`config.mk`:
```
export PLATFORM = sky130hd
export DESIGN_NAME = wb_master_bridge
export DESIGN_NICKNAME = d
export VERILOG_FILES = /design/src/rtl/wb_master_bridge.sv
export SDC_FILE = /design/constraint.sdc
export NUM_CORES = 1
export LEC_CHECK = 0
export ABC_AREA = 1
export CAP_MARGIN = 20
export CELL_PAD_IN_SITES_DETAIL_PLACEMENT = 2
export CELL_PAD_IN_SITES_GLOBAL_PLACEMENT = 2
export CORE_AREA = 8 8 190 120
export CTS_CLUSTER_SIZE = 20
export DETAILED_ROUTE_END_ITERATION = 16
export DIE_AREA = 0 0 198 128
export GPL_ROUTABILITY_DRIVEN = 1
export MAX_ROUTING_LAYER = met4
export PLACE_DENSITY = 0.81
export SYNTH_ARGS = -nofsm -noshare
export SYNTH_HDL_FRONTEND = slang
export SYNTH_SLANG_ARGS = --single-unit
```
`constraint.sdc`:
```
create_clock -name i_clk -period 1.9 [get_ports i_clk]
set_input_delay 0.57 -clock i_clk [delete_from_list [all_inputs] [get_ports i_clk]]
set_output_delay 0.57 -clock i_clk [all_outputs]
set_load 0.01 [all_outputs]
```
`src/rtl/wb_master_bridge.sv`:
```
// Single-outstanding load/store to pipelined Wishbone B4 master bridge.
// One transfer at a time, with a cycle timeout once the strobe has been accepted.
module wb_master_bridge #(
   parameter int TIMEOUT_CYC = 16,
   parameter int ADDR_W      = 32
) (
   input  logic              i_clk,
   input  logic              i_rst,
   input  logic              i_req,
   input  logic              i_we,
   input  logic [ADDR_W-1:0] i_addr,
   input  logic [31:0]       i_wdata,
   input  logic [1:0]        i_size,
   output logic              o_busy,
   output logic              o_done,
   output logic              o_err,
   output logic [31:0]       o_rdata,
   output logic              o_cyc,
   output logic              o_stb,
   output logic [ADDR_W-1:0] o_addr,
   output logic              o_we,
   output logic [31:0]       o_data,
   output logic [3:0]        o_sel,
   input  logic              i_ack,
   input  logic              i_err,
   input  logic [31:0]       i_data,
   input  logic              i_stall
);

   localparam int CNT_W = (TIMEOUT_CYC > 0) ? $clog2(TIMEOUT_CYC + 1) : 1;
   localparam int LAST  = (TIMEOUT_CYC > 0) ? TIMEOUT_CYC - 1 : 0;
   localparam logic [CNT_W-1:0] CNT_LAST = CNT_W'(LAST);

   typedef enum logic [1:0] {S_IDLE, S_STROBE, S_WAIT} state_t;

   state_t           state;
   logic [CNT_W-1:0] cnt;
   logic             bus_done;
   logic             timeout_hit;

   function automatic logic [3:0] size_sel(input logic [1:0] size);
      case (size)
         2'b00:   return 4'b0001;
         2'b01:   return 4'b0011;
         default: return 4'b1111;
      endcase
   endfunction

   function automatic logic [31:0] sel_mask(input logic [3:0] sel);
      return {{8{sel[3]}}, {8{sel[2]}}, {8{sel[1]}}, {8{sel[0]}}};
   endfunction

   // Slave response ends the cycle either in WAIT or in the same cycle the strobe is accepted.
   always_comb begin
      bus_done    = 1'b0;
      timeout_hit = 1'b0;
      if (((state == S_STROBE) && !i_stall) || (state == S_WAIT))
         bus_done = i_ack || i_err;
      if ((TIMEOUT_CYC != 0) && (state == S_WAIT) && !(i_ack || i_err) && (cnt >= CNT_LAST))
         timeout_hit = 1'b1;
   end

   always_ff @(posedge i_clk or negedge i_rst) begin
      if (!i_rst) begin
         state   <= S_IDLE;
         cnt     <= '0;
         o_busy  <= 1'b0;
         o_done  <= 1'b0;
         o_err   <= 1'b0;
         o_rdata <= '0;
         o_cyc   <= 1'b0;
         o_stb   <= 1'b0;
         o_addr  <= '0;
         o_we    <= 1'b0;
         o_data  <= '0;
         o_sel   <= '0;
      end else begin
         o_done <= 1'b0;
         o_err  <= 1'b0;
         case (state)
            S_IDLE: begin
               if (i_req) begin
                  if (i_size == 2'b11) begin
                     o_done <= 1'b1;
                     o_err  <= 1'b1;
                  end else begin
                     o_addr <= i_addr;
                     o_we   <= i_we;
                     o_sel  <= size_sel(i_size);
                     o_data <= i_wdata & sel_mask(size_sel(i_size));
                     o_cyc  <= 1'b1;
                     o_stb  <= 1'b1;
                     o_busy <= 1'b1;
                     state  <= S_STROBE;
                  end
               end
            end
            S_STROBE: begin
               if (!i_stall) begin
                  o_stb <= 1'b0;
                  cnt   <= CNT_W'(1);
                  state <= S_WAIT;
               end
            end
            S_WAIT: begin
               if ((TIMEOUT_CYC != 0) && (cnt < CNT_LAST))
                  cnt <= cnt + CNT_W'(1);
            end
            default: state <= S_IDLE;
         endcase

         // Completion overrides the per-state updates above; error beats ack.
         if (bus_done || timeout_hit) begin
            o_cyc  <= 1'b0;
            o_stb  <= 1'b0;
            o_busy <= 1'b0;
            o_done <= 1'b1;
            o_err  <= i_err || timeout_hit;
            if (!i_err && !timeout_hit && !o_we)
               o_rdata <= i_data & sel_mask(o_sel);
            state  <= S_IDLE;
         end
      end
   end

endmodule
```
==> results of run 1 <==
-- cell type report --
| cell class | instances | area [sq um] |
|---|---|---|
| timing repair buffer | 237 | 2431 |
| fill | 2217 | 12720 |
| clock inverter | 6 | 155.1 |
| sequential | 111 | 2779 |
| inverter | 23 | 86.33 |
| antenna | 1 | 2.502 |
| clock buffer | 10 | 239.0 |
| multi-input combinational | 338 | 1504 |
| tap | 279 | 349.1 |
-- routing by layer --
layer / wire length [um] / vias up
li1: - / 2025
met1: 8515 / 2119
met2: 8198 / 144
met3: 1730 / 6
met4: 89 / 0
met5: 0 / -
-- power groups by stage --
stage / clock network, W / logic (W) / registers, W
after floorplan: 0 / 0.00170 / 0.00457
after global placement: 0 / 0.00542 / 0.00411
after detailed placement: 0 / 0.00558 / 0.00417
after CTS: 0.00259 / 0.00556 / 0.00415
after global routing: 0.00268 / 0.00593 / 0.00426
final: 0.00251 / 0.00538 / 0.00411
-- synth_stat cells --
library cell	number	area, sq um
inv_2	4	15.01
o21a_1	1	7.510
buf_2	12	60.06
nand2_4	1	11.26
dfrtp_1	111	2778
nand3_1	41	205.2
a21boi_0	1	7.510
nand2_1	215	807.0
o21ai_0	15	75.07
nand4_1	3	18.77
o21ai_2	2	17.52
mux2_2	1	11.26
nor2_2	2	12.51
o21ai_1	43	215.2
or2_2	1	6.260
a21oi_1	4	20.02
buf_4	4	30.03
or2_1	1	6.260
buf_6	3	33.78
clkbuf_1	11	41.29
nor2_1	2	7.510
inv_1	19	71.32
ha_1	2	25.02
o22ai_1	1	6.260
nor2_8	1	20.02
-- kinds of logic (layout without fill, tap and decap cells) --
kind of cell / Yosys count / count (layout)
adders and majority gates: 2 / 2
buffers and inverters: 53 / 276
DFF: 111 / 111
other: 0 / 1
and+or+nand+nor: 267 / 268
AOI/OAI and AO/OA: 67 / 67
muxes: 1 / 1
-- stage by stage --
stage | hold slack, ns | instance area [sq um]
6_report | 0.1922 | 7546
5_1_grt | 0.2112 | 7546
4_1_cts | 0.2079 | 7432
3_5_place_dp | 0.4714 | 7043
3_3_place_gp | 0.4616 | 7043
2_1_floorplan | 0.2744 | 4509
-- final timing paths --
path                                  start     endpoint  slack (ns)  cells after the start
worst max-delay path            o_rdata[30]  o_rdata[30]        0.04                      1
worst min-delay path                  i_rst       cnt[2]        0.19                      2
worst max register to register       cnt[0]        o_err        0.22                      8
worst min register to register   o_addr[29]   o_addr[29]        0.48                      2
max in group asynchronous             i_rst   o_addr[16]        1.39                      2
min in group i_clk               o_addr[29]   o_addr[29]        0.48                      2
-- sequential cells by signal, summed over array words and instances (netlist names) --
register	cells
o_sel	3
state	2
o_done	1
o_err	1
o_addr	32
o_we	1
o_stb	1
o_data	32
o_rdata	32
o_cyc	1
cnt	5
-- what timing repair did --
action	4_1_cts	5_1_grt
gates cloned	0	1
setup endpoints to repair	12	50
pin swaps	0	2
setup buffers	1	1
resized for setup	12	32
==> flow_summary.yaml, run 1 <==
power_and_ir_drop:
  p_seq_share_pct: 34.3
  intPower_w: 0.007685
  p_clk_share_pct: 20.9
  combinationalPowerShare_pct: 44.8
  cellPowerDensity_nw_per_um2: 1589
  p_sw_w: 0.004304
  vdd_ir_drop_max_v: 0.0005130
  p_leak_nw: 3.946
  power.total_w: 0.01199
  p_sw_share_pct: 35.90
placed_design:
  placedCellCount: 985
  dpl.hpwl_um: 14010
  post-place-ws_ns: -0.2869
  gp_congestion: 0.7635
  numPortBuffers: 210
layout:
  final_util_pct: 37.24
  area_delta_synth_final_pct: 67.34
  drive_gt1_share_pct: 8.138
  final_common_cell: "nand2_1"
  mostFrequentLayoutCells: "nand2_1 (215), clkdlybuf4s50_1 (166), dfrtp_1 (110)"
  nets: 827
  final_cells: 1005
critical_path:
  crit_chain: "clkdlybuf4s50_1"
  critPathBufInv: 1
  end_kind: "primary output"
  start_kind: "flop"
  required_ns: 1.33
  crit_fanout: 2
  slowest_delay_ns: 0.58
  crit_type: "reg -> out"
  critical_path_arrival_ns: 1.29
  cp_slowest_cell: "clkdlybuf4s50_1"
  critPathTopFamily: "buffers and inverters"
synthesis:
  synth.distinct_cells: 25
  yosys.area_share.simple_pct: 24.28
  syn-cell-area_sq_um: 4509
  synth.net_count: 608
  yosysSeqAreaShare_pct: 61.60
  avgSynthCellArea_sq_um: 9.001
  synth-compound-area-share_pct: 7.741
  synthAdderAreaFrac_pct: 0.5549
  synth_top_family_by_area: "simple AND/OR/NAND/NOR gates"
  ys_warn_count: 0
  syn_inst: 501
  synth_mux_area_share_pct: 0.2497
  synth_xor_area_share_pct: 0
  ys_ff_latch: 111
floorplan:
  floorplan.die_area_sq_um: 25340
  row_count: 41
  coreArea_sq_um: 20260
  die_h_um: 128
  fp.dieW_um: 198
  start_util_pct: 22.25
  ios: 211
cts:
  tritoncts: "done"
  cts-root-buf: "clkbuf_16"
  hold_buffers: 0
  cts_buffers: 9
  clk_pin_slew_ns: 0.07
  clkLatencyLatePin_ns: 0.35
  cts_buffer_depth: 2
  clock_sinks: 111
  htreeDepth: 3
global_routing:
  grt_overflow_total: 0
  first_global_vias: 4989
  grtUsageMet2_pct: 22.17
  grt_max_degree: 57
  grt_use_total_pct: 14.97
  grt_antenna_before_repair: 1
  grt_pass1_wl_um: 28440
  grt_util_met3_pct: 7.027
  busiest_layer: "met2"
  use_met1_pct: 18.59
drt:
  drc_errors: 0
  viasPerCell: 4.273
  wire_per_inst_um: 18.44
  wirelength_um: 18530
  dr.pass1.iters: 4
  vias: 4294
  final_antenna_net_count: 0
  initialDrtViolationCount: 137
status:
  outcome: "finished, final reports clean"
timing:
  finalMaxSlewViolations: 0
  period_share_pct: 97.87
  hold_violations: 0
  tightestPinTransition_ns: 0.5024
  setup_viol: 0
  tns_ns: 0
  clock_skew_ns: 0.005825
  rsz0062_at_grt: "no"
  period_needed_ns: 1.860
  setup_ws_ns: 0.04040
  max-slew-margin-rel_pct: 66.51
  fmax_mhz: 537.8
run:
  drv_cap: 0
min_path:
  hold_path.class: "in -> async"
Power figures use the tool's default switching activity.
==> run 2, diff against run 1 <==
==> constraint.sdc (replaced) <==
create_clock -name i_clk -period 1.8 [get_ports i_clk]
set_input_delay 0.54 -clock i_clk [delete_from_list [all_inputs] [get_ports i_clk]]
set_output_delay 0.54 -clock i_clk [all_outputs]
set_load 0.01 [all_outputs]
==> flow_summary.yaml, run 2 (synthesis results as in run 1) <==
status:
  outcome: "finished, final reports clean"
timing:
  period_share_pct: 93.66
  whs_ns: 0.05529
  setup_ws_ns: 0.1141
  tns_ns: 0
  period_needed_ns: 1.686
  hold_violations: 0
  tightestPinTransition_ns: 0.4953
  max-slew-margin-rel_pct: 66.97
  finalMaxSlewViolations: 0
  setup_viol: 0
  fmax_mhz: 593.2
  clock_skew_ns: 0.007208
  rsz0062_at_grt: "no"
layout:
  nets: 828
  final_common_cell: "nand2_1"
  top_regs: "o_addr: 32 flops, o_data: 32 flops, o_rdata: 32 flops"
  multi_input_area_sq_um: 1508
  mostFrequentLayoutCells: "nand2_1 (215), dfrtp_1 (110), dlygate4sd2_1 (106)"
  area.sequential_sq_um: 2779
  antenna_cells: 0
  nFillCells: 2253
  stdcell_area_sq_um: 7300
  area_delta_synth_final_pct: 61.88
  final_cells: 1005
  drive_gt1_share_pct: 8.127
critical_path:
  end_kind: "flop"
  slowest_delay_ns: 0.48
  crit_fanout: 14
  crit_type: "in -> reg"
  start_kind: "input pin"
  rrSetupSlack_ns: 0.21
  required_ns: 2.04
  cp_slowest_cell: "clkdlybuf4s50_1"
  crit_chain: "clkdlybuf4s50_1, or2_1, o21ai_2, inv_2, nand2_4, buf_4, o21ai_1, nand2_1"
  critical_path_arrival_ns: 1.92
global_routing:
  grt_use_total_pct: 15.24
  grt_overflow_total: 0
  grt_max_degree: 55
  first_global_vias: 4831
  grt_antenna_before_repair: 0
  grt_pass1_wl_um: 28810
drt:
  vias: 4335
  wire_per_inst_um: 18.59
  final_antenna_net_count: 0
  wirelength_um: 18680
  drc_errors: 0
  initialDrtViolationCount: 148
  viasPerCell: 4.313
  dr.pass1.iters: 4
power_and_ir_drop:
  p_sw_share_pct: 38.76
  cellPowerDensity_nw_per_um2: 1593
  p_clk_share_pct: 19.1
  p_seq_share_pct: 37.1
  p_leak_nw: 3.779
  vdd_ir_drop_max_v: 0.0005500
  intPower_w: 0.007122
  combinationalPowerShare_pct: 43.7
  p_sw_w: 0.004508
floorplan:
  fp.dieW_um: 198
  ios: 211
  die_h_um: 128
  coreArea_sq_um: 20260
  floorplan.die_area_sq_um: 25340
  row_count: 41
  start_util_pct: 22.25
placed_design:
  dpl_cell_area_sq_um: 7043
  placedCellCount: 985
  gp_congestion: 0.7495
  dpl.hpwl_um: 14190
  post-place-ws_ns: -0.3758
  numPortBuffers: 210
cts:
  clock_sinks: 111
  cts_buffers: 9
  hold_buffers: 0
  clkLatencyLatePin_ns: 0.36
  clk_pin_slew_ns: 0.07
  cts-root-buf: "clkbuf_16"
  cts_buffer_depth: 2
  htreeDepth: 3
  tritoncts: "done"
min_path:
  hold_path.class: "in -> async"
run:
  drv_cap: 0
run 2: per-stage QoR:
step / util, % / total power, W
final: 36.02 / 0.01163
after global routing: 36.02 / 0.01255
after CTS: 35.71 / 0.01184
after detailed placement: 34.76 / 0.01033
after global placement: 34.76 / 0.01007
after floorplan: - / 0.006619
run 2: critical path: cells and delay by family:
family                 cells  cell delay (ns)
AO/OA/AOI/OAI              2             0.24
buffers and inverters      3             0.78
AND/OR/NAND/NOR            3             0.36
run 2: what timing repair did:
item,4_1_cts,5_1_grt
resized for setup,107,1
cloned,0,1
pin swaps,0,2
setup buffers,0,3
setup endpoints to repair,106,33
run 2: path summary, 6_finish.rpt:
| check | from | end | cells after the start |
|---|---|---|---|
| worst max-delay path | i_err | o_rdata[18] | 8 |
| worst min register to register | o_addr[20] | o_addr[20] | 2 |
| worst min-delay path | i_rst | o_rdata[10] | 1 |
| max in group asynchronous | i_rst | o_addr[4] | 2 |
| worst max register to register | cnt[0] | o_err | 8 |
| min in group i_clk | o_addr[20] | o_addr[20] | 2 |
run 2: layout make-up:
cell class                      count  area share, %
Sequential cell                   111          38.07
Timing Repair Buffer              238          30.85
Multi-Input combinational cell    338          20.65
Tap cell                          279          4.782
Clock buffer                       13          3.565
Inverter                           23          1.183
Clock inverter                      3         0.8913
run 2: power by group through the flow:
stage | logic (W) | clock network (W) | registers, W
floorplan | 0.00180 | 0 | 0.00482
global placement | 0.00572 | 0 | 0.00435
detailed placement | 0.00592 | 0 | 0.00441
CTS | 0.00516 | 0.00233 | 0.00435
global route | 0.00566 | 0.00241 | 0.00448
finish | 0.00509 | 0.00222 | 0.00432
run 2: metal layers:
layer  track usage [%]  vias to the layer above  part of all wire, %
li1                  -                     2026                    -
met1             18.75                     2153                   45
met2             22.64                      143                   45
met3             7.184                       13                  9.4
met4             3.062                        0                 0.86
met5                 -                        -                    0
